`config.mk`:
```
export PLATFORM = sky130hd
export DESIGN_NAME = pipe_hazard_ctrl
export DESIGN_NICKNAME = d
export VERILOG_FILES = /design/src/rtl/pipe_hazard_ctrl.sv
export SDC_FILE = /design/constraint.sdc
export NUM_CORES = 1
export LEC_CHECK = 0
export BUFFER_PORTS_ARGS = -buffer_cell sky130_fd_sc_hd__buf_2
export CAP_MARGIN = 20
export CELL_PAD_IN_SITES_DETAIL_PLACEMENT = 0
export CELL_PAD_IN_SITES_GLOBAL_PLACEMENT = 1
export CORE_MARGIN = 3
export CORE_UTILIZATION = 40
export CTS_CLUSTER_SIZE = 25
export DETAILED_ROUTE_END_ITERATION = 6
export PLACE_DENSITY_LB_ADDON = 0.15
export SYNTH_ARGS = -nofsm -noshare
export SYNTH_HDL_FRONTEND = slang
export SYNTH_SLANG_ARGS = --single-unit
```
`constraint.sdc`:
```
create_clock -name clk -period 3.9 [get_ports clk]
set_input_delay 1.17 -clock clk [delete_from_list [all_inputs] [get_ports clk]]
set_output_delay 1.17 -clock clk [all_outputs]
set_load 0.05 [all_outputs]
```
`src/rtl/pipe_hazard_ctrl.sv`:
```
// Stall/flush sequencer for the 5-stage pipeline: drives stage register enables/flushes,
// launches multi-cycle MDU ops held in EX, and keeps stall/flush performance counters.
module pipe_hazard_ctrl #(
  parameter int unsigned MDU_TIMEOUT = 64,
  parameter int unsigned CNT_W       = 32
) (
  input  logic             clk,
  input  logic             rst,
  input  logic [4:0]       id_rs1,
  input  logic [4:0]       id_rs2,
  input  logic             id_rs1_used,
  input  logic             id_rs2_used,
  input  logic [4:0]       ex_rd,
  input  logic             ex_is_load,
  input  logic             ex_redirect,
  input  logic             ex_mdu_op,
  input  logic             mdu_done,
  input  logic             mem_busy,
  input  logic             trap,
  output logic             pc_en,
  output logic             en_if_id,
  output logic             en_id_ex,
  output logic             en_ex_mem,
  output logic             en_mem_wb,
  output logic             flush_if_id,
  output logic             flush_id_ex,
  output logic             flush_ex_mem,
  output logic             mdu_start,
  output logic             mdu_timeout,
  output logic [CNT_W-1:0] stall_cnt,
  output logic [CNT_W-1:0] flush_cnt
);

  typedef enum logic {RUN, MDU_WAIT} state_t;

  state_t      state_q, state_d;
  logic [16:0] tcnt_q, tcnt_d;
  logic        timeout_d;
  logic        flush_ev;
  logic        load_use;

  assign load_use = ex_is_load && (ex_rd != '0) &&
                    ((id_rs1_used && (id_rs1 == ex_rd)) ||
                     (id_rs2_used && (id_rs2 == ex_rd)));

  always_comb begin
    pc_en        = 1'b1;
    en_if_id     = 1'b1;
    en_id_ex     = 1'b1;
    en_ex_mem    = 1'b1;
    en_mem_wb    = 1'b1;
    flush_if_id  = 1'b0;
    flush_id_ex  = 1'b0;
    flush_ex_mem = 1'b0;
    mdu_start    = 1'b0;
    state_d      = state_q;
    tcnt_d       = tcnt_q;
    timeout_d    = mdu_timeout;
    flush_ev     = 1'b0;
    if (rst) begin
      pc_en        = 1'b0;
      en_if_id     = 1'b0;
      en_id_ex     = 1'b0;
      en_ex_mem    = 1'b0;
      en_mem_wb    = 1'b0;
      flush_if_id  = 1'b1;
      flush_id_ex  = 1'b1;
      flush_ex_mem = 1'b1;
    end else if (mem_busy) begin
      pc_en     = 1'b0;
      en_if_id  = 1'b0;
      en_id_ex  = 1'b0;
      en_ex_mem = 1'b0;
      en_mem_wb = 1'b0;
    end else if (trap) begin
      flush_if_id  = 1'b1;
      flush_id_ex  = 1'b1;
      flush_ex_mem = 1'b1;
      state_d      = RUN;
      flush_ev     = 1'b1;
    end else if (state_q == MDU_WAIT) begin
      if (mdu_done) begin
        state_d = RUN;
      end else begin
        pc_en        = 1'b0;
        en_if_id     = 1'b0;
        en_id_ex     = 1'b0;
        flush_ex_mem = 1'b1;
        // Counter saturates at the limit; the flag sets on the edge it gets there.
        if (tcnt_q < 17'(MDU_TIMEOUT)) tcnt_d = tcnt_q + 17'd1;
        if (tcnt_q + 17'd1 >= 17'(MDU_TIMEOUT)) timeout_d = 1'b1;
      end
    end else if (ex_mdu_op) begin
      mdu_start    = 1'b1;
      pc_en        = 1'b0;
      en_if_id     = 1'b0;
      en_id_ex     = 1'b0;
      flush_ex_mem = 1'b1;
      state_d      = MDU_WAIT;
      tcnt_d       = 17'd1;
    end else if (ex_redirect) begin
      flush_if_id = 1'b1;
      flush_id_ex = 1'b1;
      flush_ev    = 1'b1;
    end else if (load_use) begin
      pc_en       = 1'b0;
      en_if_id    = 1'b0;
      flush_id_ex = 1'b1;
    end
  end

  always_ff @(posedge clk) begin
    if (rst) begin
      state_q     <= RUN;
      tcnt_q      <= '0;
      mdu_timeout <= 1'b0;
      stall_cnt   <= '0;
      flush_cnt   <= '0;
    end else begin
      state_q     <= state_d;
      tcnt_q      <= tcnt_d;
      mdu_timeout <= timeout_d;
      if (!pc_en && (stall_cnt != '1)) stall_cnt <= stall_cnt + CNT_W'(1);
      if (flush_ev && (flush_cnt != '1)) flush_cnt <= flush_cnt + CNT_W'(1);
    end
  end

endmodule

```
==> reports/qor.tcl <==
set qor(outcome) {finished, final reports clean}
set qor(max_slew.worst_pin.slew_ps) 892
set qor(count_of_buffering_cells_on_the_critical_path_with_inverters_included) 2
set qor(compound_gate_portion_of_the_synthesized_area_pct) 14.5
set qor(drv_slew) 0
set qor(synth-adder-area-share_pct) 0.836
set qor(postSynth.topFlopCell) {sky130_fd_sc_hd__dfxtp_1}
set qor(power.density_nw_per_um2) 299
set qor(initial_core_utilization_pct) 41.2
set qor(detailed_routing_iteration_count_for_the_pre_antenna_repair_pass) 4
set qor(crit_arrival_ps) 2560
set qor(fin_total_pwr_uw) 1580
set qor(cts_clock_pin_slew_for_the_worst_setup_and_hold_paths_ps) 80
set qor(design.core.area_um2) 10900
set qor(worst_hold_startpoint) {tcnt_q[1]}
set qor(weighted_congestion_at_the_end_of_routability_driven_global_placement) 0.829
set qor(timing.fmax_ghz) 0.268
set qor(worst_skew_pair.late_latency_ps) 370
set qor(synth.yosys.seq_area_share_pct) 37.0
set qor(postSynthAreaPerCell_um2) 8.09
set qor(cts_tree) {yes}
set qor(routed-via-count) 4371
set qor(wire_per_inst_um) 15.4
set qor(crit_start) {ex_rd[1]}
set qor(ys_ff_latch) 83
set qor(critPathKind) {primary input to output pin}
set qor(ios) 99
set qor(num_antenna_cells) 0
set qor(cp.required_ps) 2730
set qor(cts_htree_levels) 3
set qor(p_leak_uw) 0.00203
set qor(via_per_inst) 5.56
set qor(total_congestion_overflow) 0
set qor(post_synth_xor_area_fraction_pct) 7.61
set qor(final.hold.worst_slack_ps) 489
set qor(critical_path.max_fanout) 3
set qor(slew-limit-headroom_pct) 40.0
set qor(family_with_the_most_delay_on_the_worst_path) {simple AND/OR/NAND/NOR gates}
set qor(fraction_of_final_layout_cells_sized_beyond_drive_strength_1_pct) 22.1
set qor(cp-start-kind) {primary input}
set qor(global_route.peak_usage_layer) {met2}
set qor(met2_usage_pct) 28.9
set qor(clock-sinks) 83
set qor(timing.final.crit_share_pct) 95.7
set qor(final_antenna_net_count) 0
set qor(finalWirelength_um) 12100
set qor(syn-num-nets) 583
set qor(netlist-cell-type-count) 58
set qor(finalSetupViolCount) 0
set qor(synth_edf_count) 0
set qor(die-height_um) 112
set qor(vdd_ir_drop_max_v) 0.000186
set qor(io_port_bufs) 98
set qor(area_growth_from_synthesis_to_layout_pct) 17.4
set qor(nFillCells) 1072
set qor(cells_after_synth) 555
set qor(cts_buffer_depth) 2
set qor(grt_use_met3_pct) 3.86
set qor(first_global_vias) 4119
set qor(grt_antenna_before_repair) 0
set qor(totalNegativeSetupSlack_ps) 0
set qor(global_route_wire_length_before_repair_um) 20200
set qor(worst_r2r_startpoint) {stall_cnt[17]}
set qor(asyncSetResetFlopFracSynth_pct) 0
set qor(timing.critical_path.cells) {buf_2, or4_1, o21ai_2, nor2_1, a21boi_2, clkbuf_4}
set qor(synth.yosys.warnings) 0
set qor(detailed_place_hpwl_um) 8270
set qor(die_w_um) 112
set qor(grt_setup_unrepaired) {false}
set qor(worst_hold_path_type) {flip-flop to flip-flop}
set qor(maxCapViolations) 0
set qor(row_count) 38
set qor(largest_family_of_logic_cells_by_synthesized_area) {simple AND/OR/NAND/NOR gates}
set qor(total_placed_cells_including_tap_cells) 770
set qor(muxShareOfSynthArea_pct) 2.98
set qor(grt_util_met1_pct) 27.2
set qor(layout.nets) 669
set qor(cpMaxStageDelayCell) {sky130_fd_sc_hd__or4_1}
set qor(drt_iter0_markers) 285
set qor(cell_area_after_synthesis_um2) 4490
set qor(cts_root_buffer) {sky130_fd_sc_hd__clkbuf_8}
set qor(final_util_pct) 48.4
set qor(hold_fix_buffer_count_after_cts) 0
set qor(fin_worst_skew_ps) 7.81
set qor(grt_start_max_net_pins) 85
set qor(critPathCaptureType) {output pin}
set qor(global_route.usage.total_pct) 19.3
set qor(stdcell_count) 786
set qor(period_minus_slack_ps) 3730
set qor(drc) 0
set qor(die_area_um2) 12500
set qor(clock_buffers_created_by_tritoncts) 9
set qor(finalHoldViolations) 0
set qor(cts_setup_buffers) 0
set qor(post_synth_and_or_nand_nor_area_fraction_pct) 33.1
set qor(critical-path-max-stage-delay_ps) 550
==> report_power, final <==
part	internal [µW]	switching (µW)	leakage, µW
Sequential	852	10.4	0.000669
Clock	265	313	0.0000905
Combinational	42.4	92.3	0.00127
==> cells by family after synthesis <==
group	after synthesis
AND/OR/NAND/NOR	272
AO/OA/AOI/OAI	104
flip-flops	83
buffers and inverters	42
XOR/XNOR	39
multiplexers	12
adder cells (fa/ha/maj)	3
==> final cells by class <==
class                   instances  area (µm²)  share of cell area, %
clock buffers                  14         163                   3.09
clock inverters                 2        10.0                  0.190
inverters                      13        48.8                  0.926
multi-input cells             430        2670                   50.7
flip-flops and latches         83        1660                   31.5
well taps                     140         175                   3.32
repair buffers                104         541                   10.3
==> cells in the final DEF, fill, tap and decap left out, drive strengths merged, types with 10 or more instances in the layout <==
| cell | n |
|---|---|
| buf | 102 |
| nand4 | 20 |
| nand2 | 34 |
| nor3 | 23 |
| mux2 | 11 |
| dfxtp | 83 |
| inv | 13 |
| and2 | 12 |
| o21ai | 24 |
| nor4 | 10 |
| and3 | 10 |
| nand3 | 32 |
| xor2 | 26 |
| a21oi | 32 |
| o31ai | 16 |
| xnor2 | 13 |
| nor2b | 15 |
| or4 | 17 |
| nor2 | 69 |
| clkbuf | 16 |
==> state kept, by name, indices dropped and copies added (netlist names) <==
register	flops
state_q	1
mdu_timeout	1
tcnt_q	17
stall_cnt	32
flush_cnt	32
==> worst reg2reg max path, delay by kind of cell (launching register included) <==
kind | cells | cell delay, ps
flip-flops | 1 | 490
AND/OR/NAND/NOR | 5 | 1390
buffers and inverters | 1 | 350
multiplexers | 1 | 290
==> layer usage <==
metal	routed length (µm)	vias up	share of wire (%)
li1	-	2189	-
met4	249	0	2.1
met3	599	19	5.0
met5	0	-	0
met2	5180	106	43
met1	6050	2057	50
==> Yosys cell counts, types with 6 or more instances <==
library cell,n,area share [%]
sky130_fd_sc_hd__dfxtp_1,83,37
sky130_fd_sc_hd__nor2_1,69,5.8
sky130_fd_sc_hd__nand2_1,34,2.8
sky130_fd_sc_hd__a21oi_1,32,3.6
sky130_fd_sc_hd__nand3_1,32,3.6
sky130_fd_sc_hd__xor2_1,26,5.1
sky130_fd_sc_hd__nor3_1,22,2.5
sky130_fd_sc_hd__o21ai_0,22,2.5
sky130_fd_sc_hd__clkbuf_1,19,1.6
sky130_fd_sc_hd__nand4_1,19,2.6
sky130_fd_sc_hd__o31ai_1,16,2.7
sky130_fd_sc_hd__nor2b_1,15,2.1
sky130_fd_sc_hd__or4_1,15,2.5
sky130_fd_sc_hd__inv_1,13,1.1
sky130_fd_sc_hd__xnor2_1,13,2.5
sky130_fd_sc_hd__and2_1,12,1.7
sky130_fd_sc_hd__mux2_2,11,2.8
sky130_fd_sc_hd__and3_1,10,1.4
sky130_fd_sc_hd__nor4_1,8,1.1
sky130_fd_sc_hd__o211ai_1,7,1.2
sky130_fd_sc_hd__or3_1,7,0.98
sky130_fd_sc_hd__and4_1,6,1.2
sky130_fd_sc_hd__buf_2,6,0.67
==> worst paths after layout <==
path | endpoint | slack (ps) | cells past startpoint
worst max-delay path | pc_en | 170 | 6
worst min-delay path | tcnt_q[1] | 490 | 2
worst max register to register | stall_cnt[21] | 1270 | 7
worst min register to register | tcnt_q[1] | 490 | 2
==> metrics by stage <==
step / worst slack, ps / cell area (µm²)
floorplan: 28.0 / 4510
global placement: 87.6 / 5090
detailed placement: 84.1 / 5090
CTS: 79.3 / 5260
global route: 63.4 / 5270
finish: 169 / 5270
==> what timing repair did <==
item                                   4_1_cts  5_1_grt
endpoints found under the hold margin        0        0
resized for setup                            0        3
setup endpoints to repair                    0        2
No activity file was read; power rests on OpenSTA's default activity.
